File: src/rtl/des_feistel_engine.sv
// des_feistel_engine
//
// Iterative DES Feistel round engine. Accepts a post-IP block (L0 in
// [63:32], R0 in [31:0]), runs ROUNDS Feistel rounds with UNROLL rounds
// chained combinationally per clock, and presents the pre-output R||L
// for the FP stage. Subkeys come from an external key-schedule table
// addressed through key_idx; decrypt reverses the subkey order.
//
// Ports:
//   clk, rst    clock, asynchronous active-high reset
//   in_valid    block offered            in_ready   high only in IDLE
//   in_decrypt  0 = encrypt, 1 = decrypt (sampled at accept)
//   in_block    post-IP block {L0, R0}
//   key_idx     per-lane subkey index, lane j at [4j+3:4j]; 0 outside RUN
//   subkey_in   per-lane subkey, lane j at [48j+47:48j], combinational read
//   out_valid   result held in DONE      out_ready  consumer accepts
//   out_block   {R_final, L_final}; 0 outside DONE
//   busy        high in RUN or DONE
module des_feistel_engine #(
    parameter int ROUNDS = 16,
    parameter int UNROLL = 1
) (
    input  logic                  clk,
    input  logic                  rst,
    input  logic                  in_valid,
    output logic                  in_ready,
    input  logic                  in_decrypt,
    input  logic [63:0]           in_block,
    output logic [4*UNROLL-1:0]   key_idx,
    input  logic [48*UNROLL-1:0]  subkey_in,
    output logic                  out_valid,
    input  logic                  out_ready,
    output logic [63:0]           out_block,
    output logic                  busy
);

    localparam logic [1:0] ST_IDLE = 2'd0;
    localparam logic [1:0] ST_RUN  = 2'd1;
    localparam logic [1:0] ST_DONE = 2'd2;

    localparam logic [4:0] ROUNDS_W = 5'(ROUNDS);
    localparam logic [4:0] UNROLL_W = 5'(UNROLL);
    localparam logic [4:0] LAST_RND = 5'(ROUNDS - 1);

    // S1..S8, each box as 64 nibbles: row 0 in the top 64 bits, column 0
    // leftmost within a row, so entry {row, col} sits at nibble 63-entry.
    localparam logic [255:0] SBOX [8] = '{
        256'hE4D12FB83A6C5907_0F74E2D1A6CB9538_41E8D62BFC973A50_FC8249175B3EA06D,
        256'hF18E6B34972DC05A_3D47F28EC01A69B5_0E7BA4D158C6932F_D8A13F42B67C05E9,
        256'hA09E63F51DC7B428_D709346A285ECBF1_D6498F30B12C5AE7_1AD069874FE3B52C,
        256'h7DE3069A1285BC4F_D8B56F03472C1AE9_A690CB7DF13E5284_3F06A1D8945BC72E,
        256'h2C417AB6853FD0E9_EB2C47D150FA3986_421BAD78F9C5630E_B8C71E2D6F09A453,
        256'hC1AF92680D34E75B_AF427C9561DE0B38_9EF528C3704A1DB6_432C95FABE17608D,
        256'h4B2EF08D3C975A61_D0B7491AE35C2F86_14BDC37EAF680592_6BD814A7950FE23C,
        256'hD2846FB1A93E50C7_1FD8A374C56B0E92_7B419CE206ADF358_21E74A8DFC90356B
    };

    // P permutation in DES numbering (bit 1 = MSB).
    localparam int P_TAB [32] = '{
        16,  7, 20, 21, 29, 12, 28, 17,  1, 15, 23, 26,  5, 18, 31, 10,
         2,  8, 24, 14, 32, 27,  3,  9, 19, 13, 30,  6, 22, 11,  4, 25
    };

    function automatic logic [3:0] sbox_lookup(input int box, input logic [5:0] b);
        logic [5:0]   entry;
        logic [255:0] shifted;
        // Outer bits pick the row, inner four bits pick the column.
        entry   = {b[5], b[0], b[4:1]};
        shifted = SBOX[box] >> {6'd63 - entry, 2'b00};
        return shifted[3:0];
    endfunction

    function automatic logic [31:0] f_func(input logic [31:0] r, input logic [47:0] k);
        logic [33:0] ext;
        logic [47:0] x;
        logic [31:0] s;
        logic [31:0] fo;
        // E expansion: each 6-bit group is a window over R with wrap-around,
        // so pad R with its neighbours and take overlapping slices.
        ext = {r[0], r, r[31]};
        x   = '0;
        s   = '0;
        fo  = '0;
        for (int g = 0; g < 8; g++) begin
            x[47-6*g -: 6] = ext[33-4*g -: 6];
        end
        x = x ^ k;
        for (int g = 0; g < 8; g++) begin
            s[31-4*g -: 4] = sbox_lookup(g, x[47-6*g -: 6]);
        end
        for (int i = 0; i < 32; i++) begin
            fo[31-i] = s[32-P_TAB[i]];
        end
        return fo;
    endfunction

    logic [1:0]  state_reg;
    logic [31:0] l_reg;
    logic [31:0] r_reg;
    logic [4:0]  rc_reg;
    logic        dec_reg;

    // Lane chain: index 0 is the registered state, index UNROLL is the
    // value written back at the end of the cycle.
    logic [31:0] lane_l [UNROLL+1];
    logic [31:0] lane_r [UNROLL+1];

    assign lane_l[0] = l_reg;
    assign lane_r[0] = r_reg;

    for (genvar gi = 0; gi < UNROLL; gi++) begin : gen_lane
        logic [4:0] rnd_num;
        logic [3:0] idx_sel;

        assign rnd_num = rc_reg + 5'(gi);
        assign idx_sel = 4'(dec_reg ? (LAST_RND - rnd_num) : rnd_num);
        assign key_idx[4*gi +: 4] = (state_reg == ST_RUN) ? idx_sel : 4'd0;

        assign lane_l[gi+1] = lane_r[gi];
        assign lane_r[gi+1] = lane_l[gi] ^ f_func(lane_r[gi], subkey_in[48*gi +: 48]);
    end

    always_ff @(posedge clk or posedge rst) begin
        if (rst) begin
            state_reg <= ST_IDLE;
            l_reg     <= '0;
            r_reg     <= '0;
            rc_reg    <= '0;
            dec_reg   <= 1'b0;
        end else begin
            case (state_reg)
                ST_IDLE: begin
                    if (in_valid) begin
                        l_reg     <= in_block[63:32];
                        r_reg     <= in_block[31:0];
                        dec_reg   <= in_decrypt;
                        rc_reg    <= '0;
                        state_reg <= ST_RUN;
                    end
                end
                ST_RUN: begin
                    l_reg  <= lane_l[UNROLL];
                    r_reg  <= lane_r[UNROLL];
                    rc_reg <= rc_reg + UNROLL_W;
                    if (rc_reg + UNROLL_W == ROUNDS_W) begin
                        state_reg <= ST_DONE;
                    end
                end
                ST_DONE: begin
                    // Returning to IDLE here means in_ready rises only on the
                    // cycle after the result is taken.
                    if (out_ready) begin
                        state_reg <= ST_IDLE;
                    end
                end
                default: state_reg <= ST_IDLE;
            endcase
        end
    end

    assign in_ready  = (state_reg == ST_IDLE);
    assign out_valid = (state_reg == ST_DONE);
    assign busy      = (state_reg == ST_RUN) || (state_reg == ST_DONE);
    // After the last round L holds R_final's partner; emitting {R, L}
    // undoes the final swap for the FP stage.
    assign out_block = out_valid ? {r_reg, l_reg} : 64'd0;

endmodule

File: config.mk
export PLATFORM = sky130hd
export DESIGN_NAME = des_feistel_engine
export DESIGN_NICKNAME = d
export VERILOG_FILES = /design/src/rtl/des_feistel_engine.sv
export SDC_FILE = /design/constraint.sdc
export NUM_CORES = 1
export LEC_CHECK = 0
export CORE_MARGIN = 5
export CORE_UTILIZATION = 54
export DETAILED_ROUTE_END_ITERATION = 6
export PLACE_DENSITY = 0.88
export SYNTH_ARGS = -nofsm -noshare
export SYNTH_HDL_FRONTEND = slang
export SYNTH_SLANG_ARGS = --single-unit
File: constraint.sdc
create_clock -name clk -period 4.01 [get_ports clk]
set_clock_uncertainty 0.05 [all_clocks]
set_input_delay 0.802 -clock clk [delete_from_list [all_inputs] [get_ports clk]]
set_output_delay 0.802 -clock clk [all_outputs]
set_load 0.005 [all_outputs]
# Yosys cells after proc, flatten, opt, wreduce, memory -nomap -nowiden
# Cells that the tools add are included.
# totals
wordCells,50
register_bits,72
output_inout_bits,71
inputBits,117
# classes
n_reduce_logical,6
n_eq_ne,6
mux,13
add_sub_neg,10
bitwise,2
shifts,8
# op_table
op,count
"256-bit by 8-bit >> shifter with 4-bit output, first input constant",5
"255-bit by 8-bit >> shifter with 4-bit output, first input constant",2
"254-bit by 8-bit >> shifter with 4-bit output, first input constant",1
32-bit one-hot mux with 2 select lines,2
32-bit 2-to-1 mux,2
64-bit 2-to-1 mux,1
"6-bit subtractor, first input constant",8
48-bit XOR,1
32-bit XOR,1
5-bit one-hot mux with 2 select lines,1
4-bit 2-to-1 mux,2
2-bit 2-to-1 mux,3
2-bit one-hot mux with 3 select lines,1
"5-bit by 1-bit adder with 5-bit output, second input constant",1
"5-bit equality test, second input constant",1
5-bit 2-to-1 mux,1
"2-bit by 1-bit inequality test with 1-bit output, second input constant",2
2-bit AND reduction,2
"4-bit subtractor, first input constant",1
3-bit AND reduction,1
"2-bit by 1-bit equality test with 1-bit output, second input constant",1
"2-bit equality test, second input constant",1
2-bit zero test,1
"2-bit inequality test, second input constant",1
other kinds (2),2

# Logic depth before layout (Yosys ltp)
# Gate-level depths: netlist of run 1.
# depth
depth_word,5
ltp_mapped,12
ltp_nobuf,10

# Worst setup path after synthesis of run 1
# No wires, ideal clock.
# synth_timing
kind,input to register
start,input port subkey_in[14]
end,register r_reg[21]
n_path_buf,1
path_stages,9
arrival_time_ns,2.982
setup_time_ns,0.124
t_required_ns,3.836
slack_ns,0.854
cell_sequence,xor2_1 > ha_1 > clkbuf_1 > nor2_1 > a21oi_1 > a2111oi_0 > a211oi_1 > mux2i_1 > a211o_1
# synth_between
elab_chain_cells,5
# synth_lines
item,line_no,source
from (decl),30,"input logic [48*UNROLL-1:0] subkey_in,"
48-bit XOR,87,x = x ^ k;
6-bit subtractor,69,"shifted = SBOX[box] >> {6'd63 - entry, 2'b00};"
256-bit by 8-bit >> shifter with 4-bit output,69,
32-bit XOR,120,"assign lane_r[gi+1] = lane_l[gi] ^ f_func(lane_r[gi], subkey_in[48*gi +: 48]);"
32-bit one-hot mux with 2 select lines,131,case (state_reg)
to (signal assigned),135,r_reg <= in_block[31:0];
to (signal assigned),143,r_reg <= lane_r[UNROLL];
to (decl),99,logic [31:0] r_reg;
# Every way passes these cells.
# A chain may end at the register's enable or synchronous reset.

# Worst setup path in the final report of run 1
# layout_timing
start,input port subkey_in[36]
end,register r_reg[19]
# Same word-level chain as after synthesis.

==> results of run 1 <==
power groups by stage:
| stage | Clock (mW) | Combinational (mW) | Sequential, mW |
|---|---|---|---|
| global placement | 0 | 8.48 | 1.68 |
| floorplan | 0 | 6.66 | 1.32 |
| global route | 0.943 | 9.74 | 1.75 |
| detailed placement | 0 | 8.67 | 1.71 |
| CTS | 0.911 | 8.74 | 1.70 |
| finish | 0.907 | 8.85 | 1.70 |
critical path: stages:
cell and delay (ns):
sky130_fd_sc_hd__clkdlybuf4s50_1 0.48, sky130_fd_sc_hd__xnor2_1 0.95, sky130_fd_sc_hd__xnor2_1 0.25, sky130_fd_sc_hd__mux2i_1 0.17, sky130_fd_sc_hd__mux4_2 0.49, sky130_fd_sc_hd__xor2_1 0.16
sky130_fd_sc_hd__nand2_1 0.07, sky130_fd_sc_hd__a21oi_1 0.19
metrics by stage:
step                      hold slack [ns]  instances
after floorplan                     0.414       1196
after global placement              0.451       1563
after detailed placement            0.464       1563
after CTS                           0.478       1579
after global routing                0.507       1580
final                               0.476       1581
how the worst min path moves through the flow:
| stage | start | endpoint | slack, ns | cells after the start |
|---|---|---|---|---|
| floorplan | l_reg[17] | l_reg[17] | 0.41 | 2 |
| global placement | l_reg[29] | l_reg[29] | 0.45 | 2 |
| detailed placement | l_reg[20] | l_reg[20] | 0.46 | 2 |
| CTS | l_reg[20] | l_reg[20] | 0.48 | 2 |
| global route | l_reg[31] | l_reg[31] | 0.51 | 2 |
| finish | l_reg[20] | l_reg[20] | 0.48 | 2 |
cells in the mapped netlist (all sizes together) (2+ instances only):
| cell type | n |
|---|---|
| nor3 | 40 |
| o21ai | 90 |
| clkbuf | 60 |
| nand2 | 91 |
| a22oi | 3 |
| a211o | 15 |
| or3 | 15 |
| mux2i | 84 |
| nor3b | 2 |
| xnor2 | 71 |
| a311oi | 3 |
| nor4 | 2 |
| ha | 66 |
| mux2 | 5 |
| nor2 | 64 |
| o2111ai | 10 |
| mux4 | 24 |
| o311ai | 8 |
| a21oi | 63 |
| a31o | 2 |
| a221o | 2 |
| o21a | 2 |
| o211ai | 27 |
| o32ai | 3 |
| o22ai | 12 |
| o221ai | 3 |
| o31ai | 5 |
| xor2 | 49 |
| nand3 | 50 |
| and3 | 28 |
| a31oi | 12 |
| a2111oi | 5 |
| and2 | 66 |
| a21boi | 2 |
| a211oi | 26 |
| a221oi | 5 |
| inv | 47 |
| buf | 37 |
| dfrtp | 72 |
| or4 | 2 |
| nand4 | 11 |
cell type report:
cell class | instances | area (um2)
Antenna cell | 1 | 2.50
Clock buffer | 10 | 229
Clock inverter | 6 | 91.3
Fill cell | 1425 | 5610
Inverter | 48 | 181
Multi-Input combinational cell | 979 | 7370
Sequential cell | 72 | 1800
Tap cell | 229 | 287
Timing Repair Buffer | 236 | 2280
cells by family (layout without fill, tap and decap cells):
family | Yosys count | in the layout | share of synthesized area
fa+ha+maj | 66 | 66 | 0.0848
mux | 113 | 113 | 0.148
xor+xnor | 120 | 120 | 0.125
simple gates | 373 | 373 | 0.189
other cells | 0 | 1 | 0
buf+inv | 145 | 300 | 0.0622
flops | 72 | 72 | 0.185
compound gates | 307 | 307 | 0.206
routing by layer:
metal / vias up / global-route usage / part of all wire
met2: 454 / 0.484 / 0.48
li1: 4638 / - / -
met3: 61 / 0.0446 / 0.077
met1: 4704 / 0.390 / 0.41
met4: 0 / 0.0889 / 0.025
met5: - / 0 / 0
==> flow_metrics.env, run 1 <==
export IMPL_detailedPlace_worstSlack_ns=0.414
export IMPL_post_route_cell_area_um2=12200
export IMPL_worstSetupEndpointType="flop"
export IMPL_synth_main_ff_cell="sky130_fd_sc_hd__dfrtp_1"
export IMPL_worst_setup_path_endpoint="r_reg[19]"
export IMPL_holdCritPathClass="reg -> reg"
export IMPL_routed_via_count=9857
export IMPL_cts_buffers_inserted=9
export IMPL_maxSlewHeadroom=0.198
export IMPL_numPortBuffers=187
export IMPL_synth_nets=1379
export IMPL_largest_cells_by_area_after_synthesis="sky130_fd_sc_hd__dfrtp_1 (19%), sky130_fd_sc_hd__mux2i_1 (8.6%), sky130_fd_sc_hd__ha_1 (8.5%)"
export IMPL_slew_viol_final=0
export IMPL_grt_pass1_wl_um=48900
export IMPL_comb_power_share=0.772
export IMPL_ff2ff_setup_slack_ns=1.03
export IMPL_ff2ff_path_depth=7
export IMPL_synthesized_instance_count=1196
export IMPL_number_of_synthesized_flops_with_an_enable_pin=0
export IMPL_synth_area_per_cell_um2=8.14
export IMPL_seq_power_share=0.149
export IMPL_synth_sequential_area_ratio=0.185
export IMPL_worstPathRequired_ns=4.23
export IMPL_initial_core_utilization=0.546
export IMPL_clock_insertion_delay_worst_skew_ns=0.35
export IMPL_setup_total_negative_slack_ns=0
export IMPL_irDropWorstVdd_mv=0.967
export IMPL_timing_hold_violations_final=0
export IMPL_regToRegEndpoint="r_reg[19]"
export IMPL_post_syn_area_um2=9740
export IMPL_hpwl_um=22200
export IMPL_asyncSetResetFlopFracSynth=1.00
export IMPL_tightest_slew_ns=1.19
export IMPL_power_static_leakage_nw=5.04
export IMPL_routabilityCongestion=0.921
export IMPL_dr_first_iter_drc_count=1030
export IMPL_worst_slack_ns=0.668
export IMPL_tritoncts="done"
export IMPL_drive_above_1_share=0.0977
export IMPL_ioPinCount=188
export IMPL_pin_count_of_the_biggest_net_entering_global_routing=122
export IMPL_run_status="complete, no violations"
export IMPL_overflow=0
export IMPL_routed_wirelength_normalized_by_instance_count_um=19.2
export IMPL_relative_area_change_from_synthesis_to_final_layout_pct=25.7
export IMPL_clock_tree_buffer_depth=2
export IMPL_route_detailed_drc=0
export IMPL_synth_warning_count=0
export IMPL_final_net_count=1529
export IMPL_ctsResizeCount=0
export IMPL_firstDrtPassIters=5
export IMPL_critical_path_startpoint_type="input pin"
export IMPL_yosys_area_top_type_share=0.185
export IMPL_crit_fanout=16
export IMPL_global_route_usage_total=0.290
export IMPL_cell_rows=49
export IMPL_cts_htree_levels=3
export IMPL_p_int_mw=5.57
export IMPL_crit_arrival_ns=3.56
export IMPL_synth_ff_latch_count=72
export IMPL_period_needed_ns=3.34
export IMPL_yosys_area_top_type="sky130_fd_sc_hd__dfrtp_1"
export IMPL_power_per_cell_area_nw_per_um2=936
export IMPL_layout_cells_most_common_list="sky130_fd_sc_hd__clkdlybuf4s50_1 (187), sky130_fd_sc_hd__nand2_1 (91), sky130_fd_sc_hd__mux2i_1 (84)"
export IMPL_aggregate_routed_wire_length_um=30400
export IMPL_post_drt_via_cell_ratio=6.23
export IMPL_power_switching_mw=5.89
export IMPL_synth_cell_type_count=67
export IMPL_root_buffer="sky130_fd_sc_hd__clkbuf_16"
export IMPL_final_core_util=0.686
export IMPL_crit_path_start="subkey_in[36]"
export IMPL_crit_type="in -> reg"
export IMPL_fmaxAchievable_ghz=0.299
export IMPL_buffer_count_from_post_cts_setup_fixing=0
export IMPL_fin_total_pwr_mw=11.5
export IMPL_finalSetupViolations=0
export IMPL_tritoncts_num_sinks=72
export IMPL_core_area_um2=17800
export IMPL_vias_in_the_first_global_route=9373
export IMPL_fp_dieArea_um2=20800
export IMPL_antenna_violating_nets_left=0
export IMPL_cts_hold_buffers_added=0
export IMPL_placement_cell_area_um2=11900
export IMPL_initial_antenna_violation_count=0
export IMPL_timing_rr_start="r_reg[23]"
export IMPL_floorplan_die_width_um=144
export IMPL_cap_violations=0
export IMPL_clk_pin_slew_ns=0.06
export IMPL_final_common_cell="sky130_fd_sc_hd__clkdlybuf4s50_1"
export IMPL_p_sw_frac=0.514
export IMPL_rsz0062_at_grt="no"
export IMPL_layout_worst_path_cycle_share=0.833
export IMPL_clkPwrFrac=0.079
export IMPL_die_height_um=144
Power figures use the tool's default switching activity.
==> inputs of run 2 (changes only) <==
--- a/config.mk
+++ b/config.mk
@@ -6,9 +6,9 @@
 export NUM_CORES = 1
 export LEC_CHECK = 0
 export CORE_MARGIN = 5
-export CORE_UTILIZATION = 54
+export CORE_UTILIZATION = 49
 export DETAILED_ROUTE_END_ITERATION = 6
-export PLACE_DENSITY = 0.88
+export PLACE_DENSITY = 0.84
 export SYNTH_ARGS = -nofsm -noshare
 export SYNTH_HDL_FRONTEND = slang
 export SYNTH_SLANG_ARGS = --single-unit
==> constraint.sdc (replaced) <==
create_clock -name clk -period 2.9 [get_ports clk]
set_clock_uncertainty 0.05 [all_clocks]
set_input_delay 0.58 -clock clk [delete_from_list [all_inputs] [get_ports clk]]
set_output_delay 0.58 -clock clk [all_outputs]
set_load 0.005 [all_outputs]
==> run 2 against run 1 <==
Critical path depth rose by 2. Clock-buffer cell count increased by 1. Via count rose by 5.5%. Combinational power grew 66%. Largest power group unchanged.
==> flow_metrics.env, run 2 (synthesized netlist as in run 1, its figures left out) <==
export IMPL_run_status="complete, no violations"
export IMPL_routabilityCongestion=0.976
export IMPL_detailedPlace_worstSlack_ns=-0.282
export IMPL_routed_wirelength_normalized_by_instance_count_um=19.0
export IMPL_power_switching_mw=8.76
export IMPL_worstPathRequired_ns=3.12
export IMPL_fp_dieArea_um2=22800
export IMPL_worstSetupEndpointType="flop"
export IMPL_initial_antenna_violation_count=2
export IMPL_post_drt_via_cell_ratio=5.84
export IMPL_drive_above_1_share=0.200
export IMPL_slowest_delay_ns=0.50
export IMPL_root_buffer="sky130_fd_sc_hd__clkbuf_16"
export IMPL_clkPwrFrac=0.065
export IMPL_critical_path_startpoint_type="input pin"
export IMPL_cell_rows=51
export IMPL_pin_count_of_the_biggest_net_entering_global_routing=64
export IMPL_power_per_cell_area_nw_per_um2=1330
export IMPL_tritoncts="done"
export IMPL_relative_area_change_from_synthesis_to_final_layout_pct=40.2
export IMPL_ff2ff_setup_slack_ns=0.35
export IMPL_cp_bufs_invs=2
export IMPL_cts_htree_levels=3
export IMPL_path_delay_family="buffers and inverters"
export IMPL_multiInputGateArea_um2=7410
export IMPL_maxSlewHeadroom=0.379
export IMPL_slew_viol_final=0
export IMPL_hpwl_um=26200
export IMPL_initial_core_utilization=0.499
export IMPL_cts_hold_buffers_added=0
export IMPL_layout_worst_path_cycle_share=0.955
export IMPL_ioPinCount=188
export IMPL_routed_via_count=10400
export IMPL_crit_type="in -> reg"
export IMPL_finalSetupViolations=0
export IMPL_crit_arrival_ns=2.99
export IMPL_clock_insertion_delay_worst_skew_ns=0.36
export IMPL_rsz0062_at_grt="yes"
export IMPL_numPortBuffers=187
export IMPL_dr_first_iter_drc_count=675
export IMPL_die_height_um=151
export IMPL_power_static_leakage_nw=5.87
export IMPL_p_int_mw=9.42
export IMPL_clock_tree_buffer_depth=2
export IMPL_worst_slack_ns=0.130
export IMPL_period_needed_ns=2.77
export IMPL_final_common_cell="sky130_fd_sc_hd__buf_4"
export IMPL_antenna_violating_nets_left=0
export IMPL_p_sw_frac=0.482
export IMPL_floorplan_die_width_um=151
export IMPL_global_route_usage_total=0.296
export IMPL_holdCritPathClass="reg -> reg"
export IMPL_register_area_um2=1800
export IMPL_irDropWorstVdd_mv=1.25
export IMPL_route_detailed_drc=0
export IMPL_setup_total_negative_slack_ns=0
export IMPL_tritoncts_num_sinks=72
export IMPL_final_net_count=1693
export IMPL_crit_slowest_cell="sky130_fd_sc_hd__clkdlybuf4s50_1"
export IMPL_layout_cells_most_common_list="sky130_fd_sc_hd__buf_4 (201), sky130_fd_sc_hd__clkdlybuf4s50_1 (187), sky130_fd_sc_hd__nand2_1 (91)"
export IMPL_aggregate_routed_wire_length_um=33900
export IMPL_core_area_um2=19500
export IMPL_tightest_slew_ns=0.932
export IMPL_fill_cells=1591
export IMPL_cap_violations=0
export IMPL_diodes=0
export IMPL_crit_fanout=5
export IMPL_vias_in_the_first_global_route=10300
export IMPL_timing_hold_violations_final=0
export IMPL_clk_pin_slew_ns=0.06
export IMPL_firstDrtPassIters=5
export IMPL_cts_buffers_inserted=9
export IMPL_seq_power_share=0.126
export IMPL_overflow=0
export IMPL_comb_power_share=0.808
export IMPL_fmaxAchievable_ghz=0.361
export IMPL_timing_critical_path_cells="clkdlybuf4s50_1 > xnor2_4 > ha_1 > inv_1 > mux4_2 > a22oi_1 > o211ai_1 > xor2_1 > nand2_1 > a21oi_1"
export IMPL_grt_pass1_wl_um=54400
[run 2: metrics by stage]
step                      instance area, um2  power [mW]  utilization  hold slack [ns]  instances
after floorplan                         9740        11.0            -            0.414       1196
after global placement                 13300        16.4        0.680            0.440       1762
after detailed placement               13300        16.7        0.680            0.462       1762
after CTS                              13600        18.0        0.696            0.476       1778
after global routing                   13600        19.7        0.699            0.511       1780
final                                  13600        18.2        0.699            0.473       1780
[run 2: tightest hold or removal path: stages (launching register included)]
cell and delay, ns:
sky130_fd_sc_hd__dfrtp_1 0.37, sky130_fd_sc_hd__nand2_1 0.05, sky130_fd_sc_hd__o21ai_0 0.06
[run 2: routing by layer]
layer | GRT usage | part of all wire | up-vias
met4 | 0.0975 | 0.029 | 2
li1 | - | - | 4943
met3 | 0.0601 | 0.070 | 67
met2 | 0.495 | 0.48 | 393
met1 | 0.384 | 0.42 | 4996
met5 | 0 | 0.00038 | -
[run 2: power groups by stage]
stage          logic [mW]  registers [mW]  clock network (mW)
6_report             14.7            2.30                1.19
5_1_grt              16.1            2.37                1.23
4_1_cts              14.5            2.28                1.19
3_5_place_dp         14.4            2.30                   0
3_3_place_gp         14.2            2.27                   0
2_1_floorplan        9.21            1.82                   0
[run 2: area by class of cell]
type                            instances  share of cell area
Timing Repair Buffer                  400               0.265
Multi-Input combinational cell        979               0.543
Inverter                               48              0.0136
Clock inverter                          5             0.00468
Sequential cell                        72               0.132
Tap cell                              265              0.0243
Clock buffer                           11              0.0178
[run 2: path summary, 6_finish.rpt]
| path | cells after the start | end | startpoint |
|---|---|---|---|
| max reg2reg | 10 | r_reg[4] | r_reg[25] |
| max in group asynchronous | 3 | r_reg[26] | rst |
| max | 10 | r_reg[1] | subkey_in[43] |
| min in group asynchronous | 2 | r_reg[5] | rst |
| min reg2reg | 2 | l_reg[25] | l_reg[25] |
| min | 2 | l_reg[25] | l_reg[25] |
[run 2: repair_timing]
action / in CTS / in global routing
setup buffers: 0 / 2
resized for setup: 0 / 11
endpoints found under the setup margin: 0 / 14
==> variant 1 (flow settings as in run 2) <==
Make the reset (`rst`) synchronous in one clocked block. Comments in the files are not updated.
--- a/src/rtl/des_feistel_engine.sv
+++ b/src/rtl/des_feistel_engine.sv
@@ -120,7 +120,7 @@
         assign lane_r[gi+1] = lane_l[gi] ^ f_func(lane_r[gi], subkey_in[48*gi +: 48]);
     end
 
-    always_ff @(posedge clk or posedge rst) begin
+    always_ff @(posedge clk) begin
         if (rst) begin
             state_reg <= ST_IDLE;
             l_reg     <= '0;
Check against the original RTL: differs if rst is asserted again (counterexample within 4 cycles, from zero or initial values and one cycle with rst high); with rst held inactive, the same outputs for 10 cycles.
==> variant 1 against run 2 <==
  * Final area decreased by 2.1%
  * Wire length increased by 2.5%
  * Final cell count decreased by 1.4%
  * Sequential cell count unchanged
  * Setup slack got worse by 0.054 ns
  * Synthesized cell count decreased by 0.75%
  * Synthesized area decreased by 4.9%
  * Highest routed layer unchanged
Power is not compared: it rests on default switching activity, and its combinational part moved more than twofold at a synthesized area within 25%.
==> variant 1: results (changes against run 2) <==
* N_diodes at 1 (+1)
* WHS Endpoint: l_reg[1]
* CP Capture Point: r_reg[6]
* Hold path start: l_reg[1]
* Syn Nets at 1,370 (-0.65%)
* Filler cell count at 1,480 (-7.0%)
* Placed cell count at 1,734 (-1.6%)
* CP peak stage delay at 0.48 ns (-0.02 ns)
* Final WL at 34,700 µm (+2.5%)
* Worst setup path startpoint: subkey_in[25]
* Post-Synth Adder-Cell Area at 9.13% (+0.65 points)
* XOR/XNOR Fraction of Synth Area at 13.5% (+0.95 points)
* Reg2Reg Depth at 9 (-1)
* #MultiIn Comb at 981 (+0.20%)
* Reg2reg end: r_reg[0]
* Seq/Total Area, Yosys at 15.6% (-2.9 points)
* Area of the multi-input gates at 7510 µm² (+1.4%)
* Post-detail-place hpwl at 26,600 µm (+1.5%)
* Status: finished, final reports clean
* Commonest cells post-synth: nor2_1 (100), nand2_1 (85), dfxtp_1 (72), clkbuf_1 (68), and2_1 (67)
* Top post-synthesis cells by area: dfxtp_1 (16%), ha_1 (8.9%), mux2i_1 (7.0%)
* Asr flop ratio synth at 0% (-100 points)
* Number of global-route vias before repair at 9,899 (-4.2%)
* WL/cell at 19.8 µm (+4.0%)
* Netlist cell types at 68 (+1.5%)
* Setup bufs post-CTS at 1 (+1)
* Invs w/o clock at 47 (-2.1%)
* R2R setup slack at 0.21 ns (-0.14 ns)
* Mux share of post-synthesis cell area at 14.1% (-0.73 points)
* Mean number of vias per cell at 5.98 (+2.4%)
* CP arrival at 3.00 ns (about the same)
* Synth Area in Compound Gates at 22.6% (+2.0 points)
* Final non-clock buffer share at 27.1% (+0.60 points)
* Drt initial violations at 974 (+44%)
* GPL Wtd Cong at 0.994 (+1.9%)
[variant 1: cell types whose count changed in the layout (fill, tap and decap cells not counted), sizes merged, moves of 20 or more]
cell	before	now
dfrtp	72	0
dfxtp	0	72
nor2	64	100
o21ai	90	59
a211oi	26	53
nand3	50	30
[variant 1: metrics by stage]
| step | util, % | hold slack, ns | total power, mW | cell area, µm² | worst slack, ns |
|---|---|---|---|---|---|
| after global placement | 68.7 | 0.441 | 7.78 | 12800 | -0.355 |
| after global routing | 71.7 | 0.499 | 10.1 | 13400 | -0.0510 |
| final | 71.7 | 0.466 | 9.45 | 13400 | 0.0759 |
| after CTS | 70.5 | 0.468 | 9.20 | 13100 | 0.00427 |
| after floorplan | - | 0.408 | 5.33 | 9270 | 0.0366 |
| after detailed placement | 68.7 | 0.459 | 7.87 | 12800 | -0.427 |
[variant 1: per-layer routing]
metal / routed length, µm / GRT usage, %
met5: 7 / 0
met4: 1220 / 10.1
met2: 16100 / 50.5
met3: 2720 / 5.52
met1: 14700 / 40.2
==> variant 2 (flow settings as in run 2) <==
Without the edit above. Change the parameter `ROUNDS` from 16 to 8.
--- a/src/rtl/des_feistel_engine.sv
+++ b/src/rtl/des_feistel_engine.sv
@@ -17,7 +17,7 @@
 //   out_block   {R_final, L_final}; 0 outside DONE
 //   busy        high in RUN or DONE
 module des_feistel_engine #(
-    parameter int ROUNDS = 16,
+    parameter int ROUNDS = 8,
     parameter int UNROLL = 1
 ) (
     input  logic                  clk,
Function: changed (Yosys sat finds a counterexample within 4 cycles, from zero or initial values and one cycle with rst high).
==> variant 2 against run 2 <==
  * Global-route usage grew 0.41 points
  * Sequential cell count is the same
  * Wire length grew 1.7%
  * Combinational power grew 6%
  * Power grew 5.5%
  * Utilization grew 0.85 points
  * Synthesized area shrank 0.54%
  * Setup slack lost 0.050 ns
  * Sequential power grew 3%
  * Final area grew 0.89%
  * Largest power group unchanged
==> variant 2: results (changes against run 2) <==
* Area of the multi-input gates at 7480 µm² (+0.89%)
* CP arrival at 3.01 ns (+0.02 ns)
* Status: finished, final reports clean
* Actual slew at the worst max-slew pin at 0.967 ns (+0.0357 ns)
* Met3 wire length at 2580 µm (+8.7%)
* M2 GR Usage at 51.9% (+2.4 points)
* Reg2Reg Depth at 12 (+2)
* Post-CTS sizing at 4 (+4)
* Met1 wire length at 13,700 µm (-3.6%)
* Top post-synthesis cells by area: dfrtp_1 (19%), ha_1 (8.5%), mux2i_1 (8.3%)
* Met2 WL at 17,100 µm (+4.5%)
* Worst Hold Slack at 0.482 ns (+0.00901 ns)
* Drt initial violations at 578 (-14%)
* Netlist cell types at 76 (+13%)
* First-pass GRT wire length at 54,200 µm (-0.33%)
* Setup bufs post-CTS at 1 (+1)
* Core ar. at 19,500 µm² (-0.33%)
* Seq/Total Area, Yosys at 18.6% (+0.10 points)
* Switch Pwr at 9.24 mW (+5.4%)
* Max layer used: met4
* Comb pwr at 15.6 mW (+6%)
* Power Dens Cells at 1390 nW/µm² (+4.6%)
* Final non-clock buffer share at 26.5% (+0.057 points)
* H-tree Lvls at 3 (unchanged)
* RR Startpoint: r_reg[17]
* Clock share of power at 6.2% (-0.3 points)
* DP Area at 13,300 µm² (about the same)
* Post-detail-place hpwl at 26,400 µm (+0.50%)
* M1 GR Usage at 38.3% (-0.12 points)
* Reg2reg end: r_reg[6]
* Plain + repair buffers at 411 (+2.8%)
* Leakage at 5.93 nW (+1.1%)
* Total track usage at 30.0% (+0.41 points)
* Mapped Cells at 1,135 (-5.1%)
* Max VDD drop at 0.000590 V (-53%)
* GR met3 Demand/Resource at 4.46% (-1.6 points)
* Mean number of vias per cell at 5.89 (+0.81%)
* DR vias at 10,300 (-1.0%)
* Invs w/o clock at 51 (+6.3%)
* Worst setup path startpoint: subkey_in[44]
* Filler cell count at 1,488 (-6.5%)
* Syn Nets at 1,318 (-4.4%)
* WHS Endpoint: l_reg[26]
* #MultiIn Comb at 933 (-4.7%)
* Final WL at 34,500 µm (+1.7%)
==> variant 2: cell count changes after synthesis, moves of 8 or more <==
cell / before / now
buf_2: 28 / 20
and3_1: 28 / 19
a21oi_1: 62 / 53
a211o_1: 15 / 6
o21ai_0: 83 / 71
clkbuf_1: 60 / 45
nand3_1: 50 / 32
o211ai_1: 27 / 18
==> variant 2: kinds of logic (layout without fill, tap and decap cells) <==
logic type / Yosys count / in the layout / synth area share [%]
xor gates and xnor gates: 126 / 126 / 14.2
buffers and inverters: 130 / 478 / 5.87
and+or+nand+nor: 344 / 344 / 17.1
AOI/OAI and AO/OA: 279 / 279 / 19.1
muxes: 117 / 117 / 16.4
DFF: 72 / 72 / 18.6
adders and majority gates: 67 / 67 / 8.64
==> variant 2: critical path: cells and delay by family <==
kind / cells / cell delay, ns
AOI/OAI and AO/OA: 3 / 0.60
xor gates and xnor gates: 1 / 0.26
adders and majority gates: 1 / 0.37
buffers and inverters: 1 / 0.50
muxes: 2 / 0.59
and+or+nand+nor: 1 / 0.10
